==> config.mk <==
export PLATFORM = sky130hd
export DESIGN_NAME = gf2_mul_ds
export DESIGN_NICKNAME = d
export VERILOG_FILES = /design/src/rtl/gf2_mul_ds.sv
export SDC_FILE = /design/constraint.sdc
export NUM_CORES = 1
export LEC_CHECK = 0
export ABC_AREA = 1
export BUFFER_PORTS_ARGS = -buffer_cell sky130_fd_sc_hd__buf_2
export CORE_AREA = 2 2 74 76
export DETAILED_ROUTE_END_ITERATION = 6
export DIE_AREA = 0 0 76 78
export MAX_ROUTING_LAYER = met4
export PLACE_DENSITY = 0.75
export SYNTH_ARGS = -nofsm -noshare
export SYNTH_HDL_FRONTEND = slang
export SYNTH_SLANG_ARGS = --single-unit
==> constraint.sdc <==
create_clock -name clk -period 2.45 [get_ports clk]
set_clock_uncertainty 0.1 [all_clocks]
set_input_delay 0.3675 -clock clk [delete_from_list [all_inputs] [get_ports clk]]
set_output_delay 0.3675 -clock clk [all_outputs]
set_load 0.03 [all_outputs]
==> src/rtl/gf2_mul_ds.sv <==
// Digit-serial carry-less GF(2)[x] multiplier: y = a(x)*b(x), unreduced, with a squaring shortcut.
// Latency: NDIG cycles from accept to out_valid (multiply); square result is valid right after accept.
// Backpressure: single-entry; in_ready only in IDLE, result held in DONE until out_ready.
module gf2_mul_ds #(
  parameter int WIDTH = 9,
  parameter int DIGIT = 3
) (
  input  logic                 clk,
  input  logic                 rst_n,
  input  logic                 in_valid,
  output logic                 in_ready,
  input  logic                 sq,
  input  logic [WIDTH-1:0]     a,
  input  logic [WIDTH-1:0]     b,
  output logic                 out_valid,
  input  logic                 out_ready,
  output logic [2*WIDTH-2:0]   y
);

  localparam int NDIG = (WIDTH + DIGIT - 1) / DIGIT;
  localparam int BW   = NDIG * DIGIT;
  localparam int PW   = 2 * WIDTH - 1;
  localparam int CW   = (NDIG > 1) ? $clog2(NDIG) : 1;

  typedef enum logic [1:0] {
    ST_IDLE,
    ST_BUSY,
    ST_DONE
  } state_t;

  state_t           state_q, state_d;
  logic [WIDTH-1:0] a_q, a_d;
  logic [BW-1:0]    b_q, b_d;
  logic [CW-1:0]    cnt_q, cnt_d;
  logic [PW-1:0]    acc_q, acc_d;
  logic [PW-1:0]    y_q, y_d;

  logic [DIGIT-1:0] dig;
  logic [PW-1:0]    pp;
  logic [PW-1:0]    acc_step;
  logic [PW-1:0]    sq_spread;

  // One Horner step: shift the accumulator up a digit and fold in a times the current b digit.
  always_comb begin
    dig = b_q[int'(cnt_q) * DIGIT +: DIGIT];
    pp  = '0;
    for (int j = 0; j < DIGIT; j++) begin
      if (dig[j]) begin
        pp = pp ^ (PW'(a_q) << j);
      end
    end
    acc_step = (acc_q << DIGIT) ^ pp;
  end

  // Squaring over GF(2) has no cross terms: interleave zeros between the coefficients of a.
  always_comb begin
    sq_spread = '0;
    for (int i = 0; i < WIDTH; i++) begin
      sq_spread[2*i] = a[i];
    end
  end

  // Next-state and datapath control; y only changes when a new result is produced.
  always_comb begin
    state_d = state_q;
    a_d     = a_q;
    b_d     = b_q;
    cnt_d   = cnt_q;
    acc_d   = acc_q;
    y_d     = y_q;
    case (state_q)
      ST_IDLE: begin
        if (in_valid) begin
          a_d             = a;
          b_d             = '0;
          b_d[WIDTH-1:0]  = b;
          acc_d           = '0;
          cnt_d           = CW'(NDIG - 1);
          if (sq) begin
            y_d     = sq_spread;
            state_d = ST_DONE;
          end else begin
            state_d = ST_BUSY;
          end
        end
      end
      ST_BUSY: begin
        acc_d = acc_step;
        if (cnt_q == '0) begin
          y_d     = acc_step;
          state_d = ST_DONE;
        end else begin
          cnt_d = cnt_q - CW'(1);
        end
      end
      ST_DONE: begin
        if (out_ready) begin
          state_d = ST_IDLE;
        end
      end
      default: begin
        state_d = ST_IDLE;
      end
    endcase
  end

  // State and datapath registers; reset aborts any operation in flight.
  always_ff @(posedge clk or negedge rst_n) begin
    if (!rst_n) begin
      state_q <= ST_IDLE;
      a_q     <= '0;
      b_q     <= '0;
      cnt_q   <= '0;
      acc_q   <= '0;
      y_q     <= '0;
    end else begin
      state_q <= state_d;
      a_q     <= a_d;
      b_q     <= b_d;
      cnt_q   <= cnt_d;
      acc_q   <= acc_d;
      y_q     <= y_d;
    end
  end

  assign in_ready  = (state_q == ST_IDLE);
  assign out_valid = (state_q == ST_DONE);
  assign y         = y_q;

endmodule

==> results of run 1 <==
## cell usage after synthesis
cell type	instances
inv_1	33
nor2_1	16
nand2_1	130
nand4_1	8
nand3_1	36
ha_1	1
o21ai_1	2
inv_2	5
buf_6	3
buf_4	2
nor2_4	1
clkbuf_1	4
buf_2	3
a21o_1	1
nand2_2	2
dfrtp_1	53
nor3_1	1
buf_1	2
a21oi_1	18
a21boi_0	3
a31oi_1	4
o21ai_2	1
o21ai_0	26
o31ai_1	3
or2_4	1
nand3_2	1
## power breakdown
part / total, uW / internal, uW / switching [uW]
clock: 510 / 203 / 307
sequential: 1550 / 1250 / 296
combinational: 2310 / 715 / 1590
total: 4370 / 2170 / 2200
## routing by layer
layer / routed length (um) / global-route usage (%)
met1: 3079 / 32.80
met2: 2747 / 36.16
met3: 279 / 3.837
met4: 103 / 6.909
met5: 0 / -
## worst paths after layout
check / endpoint / cells past startpoint
worst min register to register: y[3]$_DFFE_PN0P_ / 2
min in group clk: state_q[1]$_DFFE_PN0P_ / 2
worst max-delay path: acc_q[10]$_DFFE_PN0P_ / 8
worst max register to register: acc_q[10]$_DFFE_PN0P_ / 8
worst min-delay path: b_q[3]$_DFFE_PN0P_ / 2
max in group asynchronous: a_q[3]$_DFFE_PN0P_ / 2
## worst max-delay path, stage by stage, from the launching register on
cell and delay, ns:
dfrtp_1 0.44, inv_2 0.12, nand2_1 0.06, nand3_1 0.34, nand2_1 0.21, o21ai_0 0.20, inv_1 0.05, o21ai_0 0.21
o21ai_0 0.12
## stage by stage
step | cells | instance area (um^2) | hold slack [ns] | power, uW
2_1_floorplan | 360 | 2710 | -0.02809 | 3288
3_3_place_gp | 464 | 2969 | 0.3578 | 3805
3_5_place_dp | 464 | 2969 | 0.3619 | 3865
4_1_cts | 472 | 3059 | 0.09530 | 4376
5_1_grt | 472 | 3059 | 0.1133 | 4776
6_report | 472 | 3059 | 0.05609 | 4368
## layout make-up
type,instances,area [um^2]
Clock buffer,5,68.82
Clock inverter,3,21.27
Fill cell,457,1983
Inverter,38,142.6
Multi-Input combinational cell,255,1155
Sequential cell,53,1326
Tap cell,70,87.58
Timing Repair Buffer,48,257.7
## registers in the layout, summed over array words and instances (netlist names)
name and cells:
state_q 2, a_q 9, y 17, b_q 9
cnt_q 2, acc_q 14
## logic make-up (layout without fill, tap and decap cells)
family                   after synthesis  count (layout)
AO/OA/AOI/OAI                         58              58
adder cells (fa/ha/maj)                1               1
AND/OR/NAND/NOR                      196             196
flip-flops                            53              53
buffers and inverters                 52              94
## layout by cell type (no fill, tap or decap), drive strengths merged, types with 3 or more instances in the layout
cell    count
a21boi      3
a21oi      18
a31oi       4
buf        48
clkbuf      5
dfrtp      53
inv        39
nand2     132
nand3      37
nand4       8
nor2       17
o21ai      29
o31ai       3
==> summary by stage, run 1 <==
Yosys
The cell count after synthesis is 360. The dominant cell type by area after synthesis is dfrtp_1. The Yosys step of the flow raised 0 warnings. The post-synthesis cell area is approximately 2700 um^2.

Of the total synthesized cell area, the portion taken by full adders, half adders and majority gates is less than 1%. The number of distinct library cells after synthesis is 26. The post-synthesis register bit count is 53. The number of nets in the synthesized netlist is 384. The average size of a mapped cell is 7.528 um^2. The xor and xnor fraction of the mapped netlist area is 0%. The share of Yosys cell area claimed by the top area cell type is 48.94%. Summing the areas of all compound-gate instances in the mapped netlist gives between 10% and 20% of the synthesized area. The main combinational cell family by area after synthesis is simple AND/OR/NAND/NOR gates. Summing the areas of all and, or, nand and nor instances in the mapped netlist gives 30.47% of the synthesized area. Sorting the synthesized cells by area gives the leading types as dfrtp_1 49%, nand2_1 18%, nand3_1 6.6%. Measured against the total synthesized area, the mux share comes to 0%. Of the synthesized area, sequential elements account for between 40% and 50%.

Setup path
The launch instance of the worst register-to-register path is cnt_q[0]$_DFFE_PN0P_. The most critical setup path has its startpoint at cnt_q[0]$_DFFE_PN0P_. The minimum setup slack among reg-to-reg paths is roughly 0.47 ns.

The endpoint type of the worst setup path is a flip-flop. The endpoint arrival time on the critical path is 2.08 ns. The critical path is of the flip-flop to flip-flop type. Of all nets on the critical path, the largest fanout is 13. Data on the critical path is required at its endpoint by roughly 2.6 ns. STA classifies the critical path startpoint as a flip-flop.

Clock tree
The clock net in this run drives a total of 53 sinks. The CTS tree is yes. The H-tree depth is 2. Clock-pin slew was measured on the worst setup and hold paths at 0.10 ns. The number of buffers added by the clock tree synthesis step is 5.

The root buffer cell is clkbuf_8. For this design, the CTS-stage hold fixing added 0 buffers. The longest clock path from root to sink contains 2 buffers. The number of gates resized after CTS was 0. After clock tree synthesis, the setup repair step added 0 buffers. The source-to-sink clock delay at the later pin of the worst-skew pair is about 0.32 ns.

Outcome
The run finished with clean final reports.

STA
Setup violations remaining at the end of the flow were counted as 0. The minimum period implied by the final worst setup slack is between 1.5 and 2 ns. In the finished design, the share of the clock period the worst path needs comes to between 80% and 90%.

In the final timing run, aggregate negative setup slack is 0 ns. Setup slack on the critical path of the routed design comes to approximately 0.47 ns. The worst-case headroom to the max-slew limit is a little under three fifths. The maximum achievable frequency is around 500 MHz. The count of endpoints failing hold in the final timing report was 0. At the pin with the least slew margin, the transition time is roughly 0.67 ns. Setup repair after global routing left no endpoint under its margin. The number of slew-limit violations in the final report is 0.

Drt
The via count is between 2000 and 2500. For this block, the initial DRC count from the detailed router was between 150 and 200. In the routed layout, each cell is associated on average with a via count of 5.256. The post-detailed-route count of antenna-violating nets is 0. In the routed design, unresolved DRC markers number 0. After detailed routing, the total wire length is a little over 6000 um. The pre-antenna-repair detailed-routing pass consisted of 5 iterations. Dividing the detail-routed wire length by the instance count gives about 13 um.

Place
The placed wire-length estimate after detailed placement is around 4400 um. The quantity of I/O buffers inserted on ports is slightly above 40. The weighted congestion at the end of routability-driven global placement is 0.8765. Before CTS, the worst setup slack after placement is 0.5098 ns.

Flow run
The max-cap violation count is 0.

Floorplan
Pin placement for this block handled 42 I/O pins. The starting density of the core is around 54%. The site row count is 26. Measured along the y axis, the die boundary spans about 80 um. The horizontal die dimension is 76 um.

In this run the standard cell core region covers between 5000 and 6000 um^2. The floorplan step defined a die boundary enclosing ~5900 um^2.

Power and ir drop
Across the VDD grid, the largest voltage drop is between 0.9 and 1 mV. The power density over cell area is roughly 1400 nW/um^2. The leakage power of the design is 0.001590 uW.

Global route
The number of global-route vias before repair is roughly 2300. Global routing finished with a remaining overflow of 0. Global routing consumed, over all layers together, approximately a quarter of the routing resources. Entering global routing, the biggest net connects 54 pins. The initial antenna violation count is 0. The first-pass GRT wire length is around 11000 um.

Final layout
Measured on the finished design, the core utilization comes to between 60% and 70%. At the end of the flow, the number of nets in the layout was about 430. The share of cells above drive strength 1 is 16.67%. 0 antenna diodes ended up in the layout.

The growth of design area from synthesis to finish is 12.88%.

Hold path
The path class of the tightest hold or removal check is input port to async pin.
Note: power is estimated with default switching activity, not from simulation.
==> run 2, diff against run 1 <==
--- a/config.mk
+++ b/config.mk
@@ -7,9 +7,9 @@
 export LEC_CHECK = 0
 export ABC_AREA = 1
 export BUFFER_PORTS_ARGS = -buffer_cell sky130_fd_sc_hd__buf_2
-export CORE_AREA = 2 2 74 76
+export CORE_AREA = 2 2 76 78
 export DETAILED_ROUTE_END_ITERATION = 6
-export DIE_AREA = 0 0 76 78
+export DIE_AREA = 0 0 78 80
 export MAX_ROUTING_LAYER = met4
 export PLACE_DENSITY = 0.75
 export SYNTH_ARGS = -nofsm -noshare
==> constraint.sdc (replaced) <==
create_clock -name clk -period 1.65 [get_ports clk]
set_clock_uncertainty 0.1 [all_clocks]
set_input_delay 0.2475 -clock clk [delete_from_list [all_inputs] [get_ports clk]]
set_output_delay 0.2475 -clock clk [all_outputs]
set_load 0.03 [all_outputs]
==> run 2 against run 1 <==
  * The run now ends with hold timing, setup timing left
  * Global-route usage fell by 0.11 points
  * Cell area grew 17%
  * Critical path depth increased by 1
  * Hold slack got worse by 0.065 ns
  * Fmax grew 11%
  * Register-to-register slack got worse by 0.61 ns
  * Wire length grew 24%
  * First-iteration DRC count up 65%
  * Flip-flop and latch count unchanged
  * Final cell count rose by 5.1%
  * Setup slack got worse by 0.61 ns
  * Highest routed layer unchanged
==> summary by stage, run 2 (same netlist as run 1, synthesis figures left out) <==
Outcome
The run finished, with violations left. The checks that failed: hold timing, setup timing.

Final layout
The total area of multi-input combinational cells is between 1000 and 1500 um^2. The finished cells cover around 3600 um^2. The leading cell type in the layout, fill and taps excluded is nand2_1. For this run, the post-layout net count is roughly 450.

After filler insertion, the fill cell instance count of the layout stands at between 400 and 500. The count of antenna diodes in the layout is 0. From synthesis to final layout, the design area changed by 31.76%. The sequential standard cell area is 1326 um^2.

Leaving out fill and tap cells, the most frequent cells in the layout are 114 x nand2_1, 53 x dfrtp_1, 41 x buf_2, 32 x inv_1, 26 x nand3_1. The register with the most flip-flops in the layout has 17 of them. The post-route netlist has a little under a third of its cells at a drive strength greater than 1.

Clock tree
TritonCTS built the clock tree. The number of buffers added by the clock tree synthesis step is 5. The clock tree synthesis step divided the H-tree into 2 levels.

Counting along the longest clock path gives a buffer depth of 2. The TritonCTS sink count is 53. The source-to-sink clock delay at the later pin of the worst-skew pair is between 0.3 and 0.4 ns. The root buffer cell is clkbuf_8. After clock tree synthesis, the clock-pin slew on the worst setup and hold paths is ~0.10 ns.

Global route
The number of global-route vias before repair is approximately 2500. The first-pass GRT wire length is between 10000 and 15000 um. The aggregate global-route resource usage is 23.49%. The initial antenna violation count is 0. Entering global routing, the biggest net connects 54 pins. After global routing the overflow that remains totals 0.

STA
For the pin with the worst max-slew slack, the measured transition is ~0.34 ns. The final worst-path setup slack is -0.1391 ns. For this run, the top clock speed supported by timing is about 560 MHz.

In the finished design, the share of the clock period the worst path needs comes to 108.4%. The minimum period implied by the final worst setup slack is ~1.8 ns. Final hold analysis gives a worst-case slack of -0.008690 ns. The number of slew-limit violations in the final report is 0. The count of endpoints failing hold in the final timing report came to 1. The worst-case headroom to the max-slew limit is 77.43%. Setup violations remaining at the end of the flow were counted as 12.

Setup repair after global routing could not meet its margin everywhere.

Setup path
The endpoint type of the worst setup path is a flip-flop. For the worst setup path, the data required time is 1.75 ns. The worst setup path is of the flip-flop to flip-flop kind. The maximum net fanout on the critical path is 7. The endpoint arrival time on the critical path is around 1.9 ns.

The startpoint type of the worst setup path is a flip-flop.

Drt
The wire length per cell after detailed routing is around 16 um. After detailed routing, the total wire length is 7707 um. The post-detailed-route count of antenna-violating nets is 0.

After detailed routing, the number of vias per cell comes to around 5.6. The DRC violation count after routing is 0. The total iterations of the first detailed-routing run is 5.

The number of violations reported at the end of detailed-routing iteration 0 is 292. Detailed routing inserted a total of between 2000 and 3000 vias.

Flow run
The tool flagged a number of max-cap violations equal to 0.

Hold path
The worst hold path belongs to the class input port to flip-flop.

Power and ir drop
The power density over cell area is between 2000 and 2500 nW/um^2. VDD sags by at most ~1.7 mV. For this design the static power due to leakage is about 0.0018 uW.

Floorplan
42 I/O pins were placed. The horizontal die dimension is approximately 80 um. The core area is around 5400 um^2. The initial utilization of the core area, before any placement, comes to roughly half. In this run the core area contains 27 standard-cell rows. The die covers 6240 um^2.

The die span in y is approximately 80 um.

Place
The worst setup slack after placement is -0.03692 ns. Buffers placed on the I/O ports in this run total just over 40. The placed wire-length estimate after detailed placement is approximately 4600 um. At the end of routability-driven placement, the weighted congestion stood at between 0.9 and 1.

The cell area reported after detailed placement is just over 3000 um^2.
[run 2: final timing paths]
check | from | end | slack, ns | depth (start not counted)
max in group asynchronous | rst_n | acc_q[0]$_DFFE_PN0P_ | 0.86 | 3
max reg2reg | cnt_q[0]$_DFFE_PN0P_ | acc_q[4]$_DFFE_PN0P_ | -0.14 | 9
min | out_ready | state_q[1]$_DFFE_PN0P_ | -0.009 | 2
min in group asynchronous | rst_n | a_q[3]$_DFFE_PN0P_ | 0.32 | 3
max | cnt_q[0]$_DFFE_PN0P_ | acc_q[4]$_DFFE_PN0P_ | -0.14 | 9
min reg2reg | y[9]$_DFFE_PN0P_ | y[9]$_DFFE_PN0P_ | 0.39 | 2
[run 2: layer usage]
metal  part of all wire (%)  wire (um)  up-vias  track usage, %
li1                       -          -     1291               -
met1                     41       3176     1300           30.89
met4                    4.0        307        0           7.368
met5                      0          0        -               -
met2                     47       3646      136           37.67
met3                    7.5        577       36           3.846
[run 2: per-stage QoR]
step           power, uW  cells   TNS (ns)  util, %
4_1_cts             6799    487          0    59.19
5_1_grt             8611    496     -2.652    66.06
3_5_place_dp        5971    478    -0.1529    57.01
3_3_place_gp        5900    478  -0.006833    57.01
6_report            8071    496    -0.6744    66.06
2_1_floorplan       4904    360          0        -
[run 2: layout make-up]
type / count / area share [%]
Tap cell: 72 / 2.523
Multi-Input combinational cell: 256 / 38.75
Inverter: 38 / 4.275
Sequential cell: 53 / 37.14
Clock inverter: 3 / 0.5957
Timing Repair Buffer: 69 / 14.79
Clock buffer: 5 / 1.927
[run 2: repair_timing]
action | CTS | global route
setup buffers | 0 | 5
gates cloned | 0 | 4
hold endpoints to repair | 53 | 0
setup endpoints to repair | 17 | 27
hold buffers | 1 | 0
gates resized for setup | 5 | 71
pin swaps | 0 | 25
[run 2: critical path: stages (launching register included)]
cell and delay (ns):
dfrtp_1 0.43, inv_4 0.14, nand3_2 0.17, buf_4 0.22
a21boi_0 0.18, nand2_1 0.11, nand2_1 0.08, nand2_1 0.06
nand3_1 0.08, o21ai_0 0.09
[run 2: power breakdown]
group	switching [uW]	internal, uW	total, uW
Sequential	454	1860	2310
Combinational	3110	1880	4990
Clock	464	302	766
